$ cat config.mk
export PLATFORM = sky130hd
export DESIGN_NAME = ser_frame_rx_ctrl
export DESIGN_NICKNAME = d
export VERILOG_FILES = /design/src/rtl/ser_frame_pkg.sv /design/src/rtl/ser_shift_unit.sv /design/src/rtl/ser_frame_rx_ctrl.sv
export SDC_FILE = /design/constraint.sdc
export NUM_CORES = 1
export LEC_CHECK = 0
export ABC_AREA = 1
export ABC_CLOCK_PERIOD_IN_PS = 1900
export CAP_MARGIN = 20
export CORE_AREA = 2 2 59 61
export DETAILED_ROUTE_END_ITERATION = 8
export DIE_AREA = 0 0 61 63
export GPL_TIMING_DRIVEN = 0
export MAX_ROUTING_LAYER = met4
export PLACE_DENSITY_LB_ADDON = 0.08
export SETUP_SLACK_MARGIN = 0.2
export SLEW_MARGIN = 10
export SYNTH_ARGS = -nofsm -noshare
export SYNTH_HDL_FRONTEND = slang
export SYNTH_SLANG_ARGS = --single-unit
$ cat constraint.sdc
create_clock -name clk_in -period 1.9 [get_ports clk_in]
set_input_delay 0.38 -clock clk_in [delete_from_list [all_inputs] [get_ports clk_in]]
set_output_delay 0.38 -clock clk_in [all_outputs]
set_load 0.1 [all_outputs]
$ cat src/rtl/ser_frame_pkg.sv
// Shared types and constants for the framed serial receiver.
// The optional parity stage is enabled with the SER_FRAME_PARITY_EN macro.
package ser_frame_pkg;

  // Controller states. PARITY is only reachable when the parity bit is enabled.
  typedef enum logic [1:0] {
    IDLE   = 2'd0,
    SHIFT  = 2'd1,
    PARITY = 2'd2
  } state_e;

  // Data bits per frame when the instantiating design does not override it.
  localparam int DEFAULT_WIDTH = 8;

  // The bit counter must hold every value from 0 up to and including the frame width.
  function automatic int cntWidth(input int width);
    return $clog2(width + 1);
  endfunction

endpackage

$ cat src/rtl/ser_shift_unit.sv
// WIDTH-bit serial-to-parallel shift register with a direction select.
// A first-bit load clears the register apart from the incoming bit, so a new
// frame never inherits bits from an aborted one. The port exposes the value the
// register takes on the coming edge, so the controller can hand over a completed
// word on the same edge that accepts its final bit.
module ser_shift_unit
  import ser_frame_pkg::*;
#(
  parameter int WIDTH = DEFAULT_WIDTH
) (
  input  logic             clk_in,
  input  logic             rst_in,
  input  logic             shift_en_in,
  input  logic             load_first_in,
  input  logic             lsb_first_in,
  input  logic             bit_in,
  output logic [WIDTH-1:0] next_data_out
);

  logic [WIDTH-1:0] shift_q;
  logic [WIDTH-1:0] shift_d;

  // LSB-first frames enter at the MSB and move right, so the first bit ends
  // up in bit 0. MSB-first frames enter at the LSB and move left.
  always_comb begin
    shift_d = shift_q;
    if (load_first_in) begin
      if (lsb_first_in) begin
        shift_d = {bit_in, {(WIDTH-1){1'b0}}};
      end else begin
        shift_d = {{(WIDTH-1){1'b0}}, bit_in};
      end
    end else if (shift_en_in) begin
      if (lsb_first_in) begin
        shift_d = {bit_in, shift_q[WIDTH-1:1]};
      end else begin
        shift_d = {shift_q[WIDTH-2:0], bit_in};
      end
    end
  end

  // Shift register storage; reset discards any partial frame.
  always_ff @(posedge clk_in or posedge rst_in) begin
    if (rst_in) begin
      shift_q <= '0;
    end else begin
      shift_q <= shift_d;
    end
  end

  assign next_data_out = shift_d;

endmodule

$ cat src/rtl/ser_frame_rx_ctrl.sv
// Framed serial receiver controller: qualifies strobed bits, aligns on a
// frame-start marker, assembles WIDTH-bit words and offers them to a
// valid/ready consumer, flagging words dropped because the consumer stalled.
// Define SER_FRAME_PARITY_EN to expect a trailing even-parity bit per frame.
module ser_frame_rx_ctrl
  import ser_frame_pkg::*;
#(
  parameter int WIDTH = DEFAULT_WIDTH,
  parameter int CNT_W = 8
) (
  input  logic             clk_in,
  input  logic             rst_in,
  input  logic             ser_in,
  input  logic             bit_vld_in,
  input  logic             frame_start_in,
  input  logic             lsb_first_in,
  input  logic             par_ready_in,
  input  logic             overrun_clr_in,
  output logic [WIDTH-1:0] par_out,
  output logic             par_valid_out,
  output logic             busy_out,
  output logic             overrun_out,
  output logic [CNT_W-1:0] frame_cnt_out,
  output logic             parity_err_out
);

  localparam int CW = cntWidth(WIDTH);

  state_e           state_q, state_d;
  logic [CW-1:0]    cnt_q, cnt_d;
  logic             lsb_q, lsb_d;

  logic [WIDTH-1:0] par_q;
  logic             valid_q;
  logic             ovr_q;
  logic [CNT_W-1:0] frame_cnt_q;

  logic             startBit;
  logic             shiftEn;
  logic             loadFirst;
  logic             complete;
  logic             transfer;
  logic             canLoad;
  logic             shiftDir;
  logic [WIDTH-1:0] word;

  assign startBit = bit_vld_in & frame_start_in;
  assign transfer = valid_q & par_ready_in;
  assign canLoad  = ~valid_q | par_ready_in;

  // A first bit uses the direction presented with it; later bits follow the
  // direction latched for the frame.
  assign shiftDir = loadFirst ? lsb_first_in : lsb_q;

  ser_shift_unit #(
    .WIDTH(WIDTH)
  ) u_shift (
    .clk_in        (clk_in),
    .rst_in        (rst_in),
    .shift_en_in   (shiftEn),
    .load_first_in (loadFirst),
    .lsb_first_in  (shiftDir),
    .bit_in        (ser_in),
    .next_data_out (word)
  );

  // Next-state logic. A marked bit always starts a fresh frame, whatever the
  // current state, which gives resync on a stray marker for free. The shift
  // register holds during PARITY, so its next value is still the data word.
  always_comb begin
    state_d   = state_q;
    cnt_d     = cnt_q;
    lsb_d     = lsb_q;
    shiftEn   = 1'b0;
    loadFirst = 1'b0;
    complete  = 1'b0;
    if (startBit) begin
      loadFirst = 1'b1;
      lsb_d     = lsb_first_in;
      cnt_d     = CW'(1);
      state_d   = SHIFT;
    end else if (bit_vld_in) begin
      unique case (state_q)
        IDLE: begin
        end
        SHIFT: begin
          shiftEn = 1'b1;
          if (cnt_q == CW'(WIDTH-1)) begin
`ifdef SER_FRAME_PARITY_EN
            cnt_d   = CW'(WIDTH);
            state_d = PARITY;
`else
            complete = 1'b1;
            cnt_d    = '0;
            state_d  = IDLE;
`endif
          end else begin
            cnt_d = cnt_q + 1'b1;
          end
        end
`ifdef SER_FRAME_PARITY_EN
        PARITY: begin
          complete = 1'b1;
          cnt_d    = '0;
          state_d  = IDLE;
        end
`endif
        default: begin
          state_d = IDLE;
          cnt_d   = '0;
        end
      endcase
    end
  end

  // Controller state, bit count and latched frame direction.
  always_ff @(posedge clk_in or posedge rst_in) begin
    if (rst_in) begin
      state_q <= IDLE;
      cnt_q   <= '0;
      lsb_q   <= 1'b0;
    end else begin
      state_q <= state_d;
      cnt_q   <= cnt_d;
      lsb_q   <= lsb_d;
    end
  end

  // Output word register and handshake. A completed word may only replace
  // par_out if the slot is empty or being drained on this very edge;
  // otherwise it is dropped and the overrun flag is raised (set beats clear).
  always_ff @(posedge clk_in or posedge rst_in) begin
    if (rst_in) begin
      par_q       <= '0;
      valid_q     <= 1'b0;
      ovr_q       <= 1'b0;
      frame_cnt_q <= '0;
    end else begin
      if (complete && canLoad) begin
        par_q   <= word;
        valid_q <= 1'b1;
      end else if (transfer) begin
        valid_q <= 1'b0;
      end
      if (transfer) begin
        frame_cnt_q <= frame_cnt_q + 1'b1;
      end
      if (complete && !canLoad) begin
        ovr_q <= 1'b1;
      end else if (overrun_clr_in) begin
        ovr_q <= 1'b0;
      end
    end
  end

`ifdef SER_FRAME_PARITY_EN
  logic perr_q;

  // Even-parity status travels with the word it describes, so it is only
  // updated when par_out is.
  always_ff @(posedge clk_in or posedge rst_in) begin
    if (rst_in) begin
      perr_q <= 1'b0;
    end else if (complete && canLoad) begin
      perr_q <= (^word) ^ ser_in;
    end
  end

  assign parity_err_out = perr_q;
`else
  assign parity_err_out = 1'b0;
`endif

  assign par_out       = par_q;
  assign par_valid_out = valid_q;
  assign busy_out      = (state_q != IDLE);
  assign overrun_out   = ovr_q;
  assign frame_cnt_out = frame_cnt_q;

endmodule

==> results.json <==
{
  "ys_seq_area_share_pct": 51.0,
  "finalMaxSlewViolations": 0,
  "place_hpwl_um": 2250,
  "firstDrtPassIters": 4,
  "place_congestion": 0.829,
  "grt_max_degree": 23,
  "vias": 1257,
  "rsz0062_at_grt": "true",
  "die-area_sq_um": 3840,
  "hold_viol_final": 0,
  "synth_area_sq_um": 1570,
  "cts_buffer_depth": 2,
  "final_layout_size_suffix_gt1_share_pct": 22.2,
  "cts_tree": "done",
  "power.density_cell_area_nw_per_um2": 870,
  "cts_root_buf": "clkbuf_4",
  "avgSynthCellArea_sq_um": 8.26,
  "clkLatencyLatePin_ns": 0.33,
  "die_y_um": 63,
  "num_io_pins": 28,
  "ys_warn_count": 0,
  "maxSlewHeadroom_pct": 63.8,
  "start_util_pct": 48.5,
  "drc": 0,
  "post-place-ws_ns": -0.0960,
  "drv_cap": 0,
  "grt_overflow": 0,
  "die_w_um": 61,
  "ir_drop_mv": 0.612,
  "cp_max_fo": 3,
  "cts_buffers": 5,
  "syn_inst": 190,
  "grt_pass1_vias": 1231,
  "criticalPathCategory": "reg2out",
  "initialDrtViolationCount": 48,
  "status": "complete, no violations",
  "cp-start-kind": "flop",
  "cts_sinks": 32,
  "worstMarginPinSlew_ns": 0.546,
  "fin_cells": 271,
  "cp_slowest_cell": "clkdlybuf4s15_2",
  "cts_max_level": 2,
  "power_mw": 1.71,
  "cts.clk_slew.worst_paths_ns": 0.10,
  "placed_cells": 263,
  "routed_wl_um": 3030,
  "cpLargestDelayFamily": "buffers and inverters",
  "cts_setup_buffers": 0,
  "fin_crit_sh_pct": 86.9,
  "antenna_cells": 0,
  "worstPathCellList": "clkdlybuf4s15_2",
  "grt_pass1_wl_um": 5400,
  "rrSetupSlack_ns": 0.39,
  "required_ns": 1.52,
  "hold_path.class": "in2async",
  "finalSetupViolCount": 0,
  "crit_path_end_kind": "primary output",
  "skew_ns": 0.0117,
  "max_freq_mhz": 606,
  "synth_nets": 200,
  "synth_seq_cells": 32,
  "layout_common_cells": "66 x nand2_1, 27 x dfrtp_1, 25 x nand3_1",
  "ys_types": 26,
  "grt_usage_pct": 19.4,
  "finalCriticalPeriod_ns": 1.65,
  "leakage_nw": 1.03,
  "vias_per_cell": 4.64,
  "hold_buffers": 0,
  "area_growth_pct": 25.0,
  "ant_nets": 0,
  "layout_commonest_cell": "nand2_1",
  "core_sq_um": 3230,
  "rows": 21,
  "arrival_ns": 1.27,
  "wl_per_cell_um": 11.2,
  "antenna_found_initial": 0,
  "slowest_delay_ns": 0.56,
  "timing.critical_path.buf_inv": 1,
  "nNetsFinal": 234,
  "setup_slack_ns": 0.249,
  "numPortBuffers": 26
}
==> cell usage after synthesis (all sizes together) <==
cell type / number / area (sq um)
nand2: 70 / 278
dfrtp: 32 / 801
nand3: 27 / 153
inv: 26 / 97.6
nor2: 10 / 53.8
xor2: 5 / 43.8
a21oi: 4 / 23.8
o21ai: 3 / 15.0
buf: 2 / 15.0
ha: 2 / 25.0
nand4: 2 / 12.5
a31oi: 1 / 6.26
clkinv: 1 / 5.00
conb: 1 / 3.75
mux2: 1 / 11.3
nor3: 1 / 10.0
o22ai: 1 / 6.26
xnor2: 1 / 8.76
==> cell families (layout without fill, tap and decap cells) <==
logic type	count (synthesis)	in the layout	share of synthesized area (%)
buffers and inverters	29	64	7.50
AOI/OAI and AO/OA	9	9	3.27
other	1	1	0.239
adders and majority gates	2	2	1.59
and+or+nand+nor	110	110	32.3
muxes	1	1	0.718
xor gates and xnor gates	6	6	3.35
DFF	32	32	51.0
==> flip-flops by register name, summed over array words and instances, names as in the netlist <==
name	count
overrun_out	1
cnt_q	4
lsb_q	1
frame_cnt_out	8
state_q	1
par_out	8
par_valid_out	1
u_shift.shift_q	8
==> through the flow <==
step	hold WS, ns	util, %	area (sq um)	setup TNS, ns
CTS	0.389	61.9	2000	0
global placement	0.462	58.6	1890	-0.856
detailed placement	0.465	59.4	1920	-0.730
floorplan	0.486	-	1580	0
finish	0.384	60.7	1960	0
global route	0.401	60.7	1960	0
==> path summary, 6_finish.rpt <==
path | start | endpoint | cells after the start
worst max register to register | cnt_q[0]$_DFFE_PP0P_ | par_out[1]$_DFFE_PP0P_ | 8
max in group asynchronous | rst_in | u_shift.shift_q[2]$_DFF_PP0_ | 3
worst min register to register | par_out[2]$_DFFE_PP0P_ | par_out[2]$_DFFE_PP0P_ | 2
worst min-delay path | rst_in | overrun_out$_DFFE_PP0P_ | 2
worst max-delay path | par_valid_out$_DFFE_PP0P_ | par_valid_out | 1
min in group clk_in | par_out[2]$_DFFE_PP0P_ | par_out[2]$_DFFE_PP0P_ | 2
==> layout make-up <==
cell class,count,area [sq um]
plain buffers,2,15.0
well taps,46,57.6
clock buffers,7,55.1
inverters,27,103
clock inverters,1,7.51
flip-flops and latches,32,807
repair buffers,27,264
fillers,322,1270
multi-input cells,129,653
==> per-layer routing <==
metal / vias up / share of wire (%) / global-route usage, %
met2: 23 / 46 / 28.8
met5: - / 0 / -
met3: 6 / 3.9 / 5.59
li1: 656 / - / -
met4: 0 / 1.5 / 5.71
met1: 572 / 49 / 25.7
==> report_power, final <==
| group | total [mW] | switching (mW) | internal (mW) |
|---|---|---|---|
| Sequential | 0.810 | 0.0554 | 0.754 |
| Clock | 0.401 | 0.220 | 0.181 |
| Combinational | 0.495 | 0.367 | 0.129 |
==> repair_timing <==
item                       4_1_cts  5_1_grt
cloned                           0        0
resized for setup               60       18
setup endpoints to repair       19       19
(Power assumes the default switching activity.)
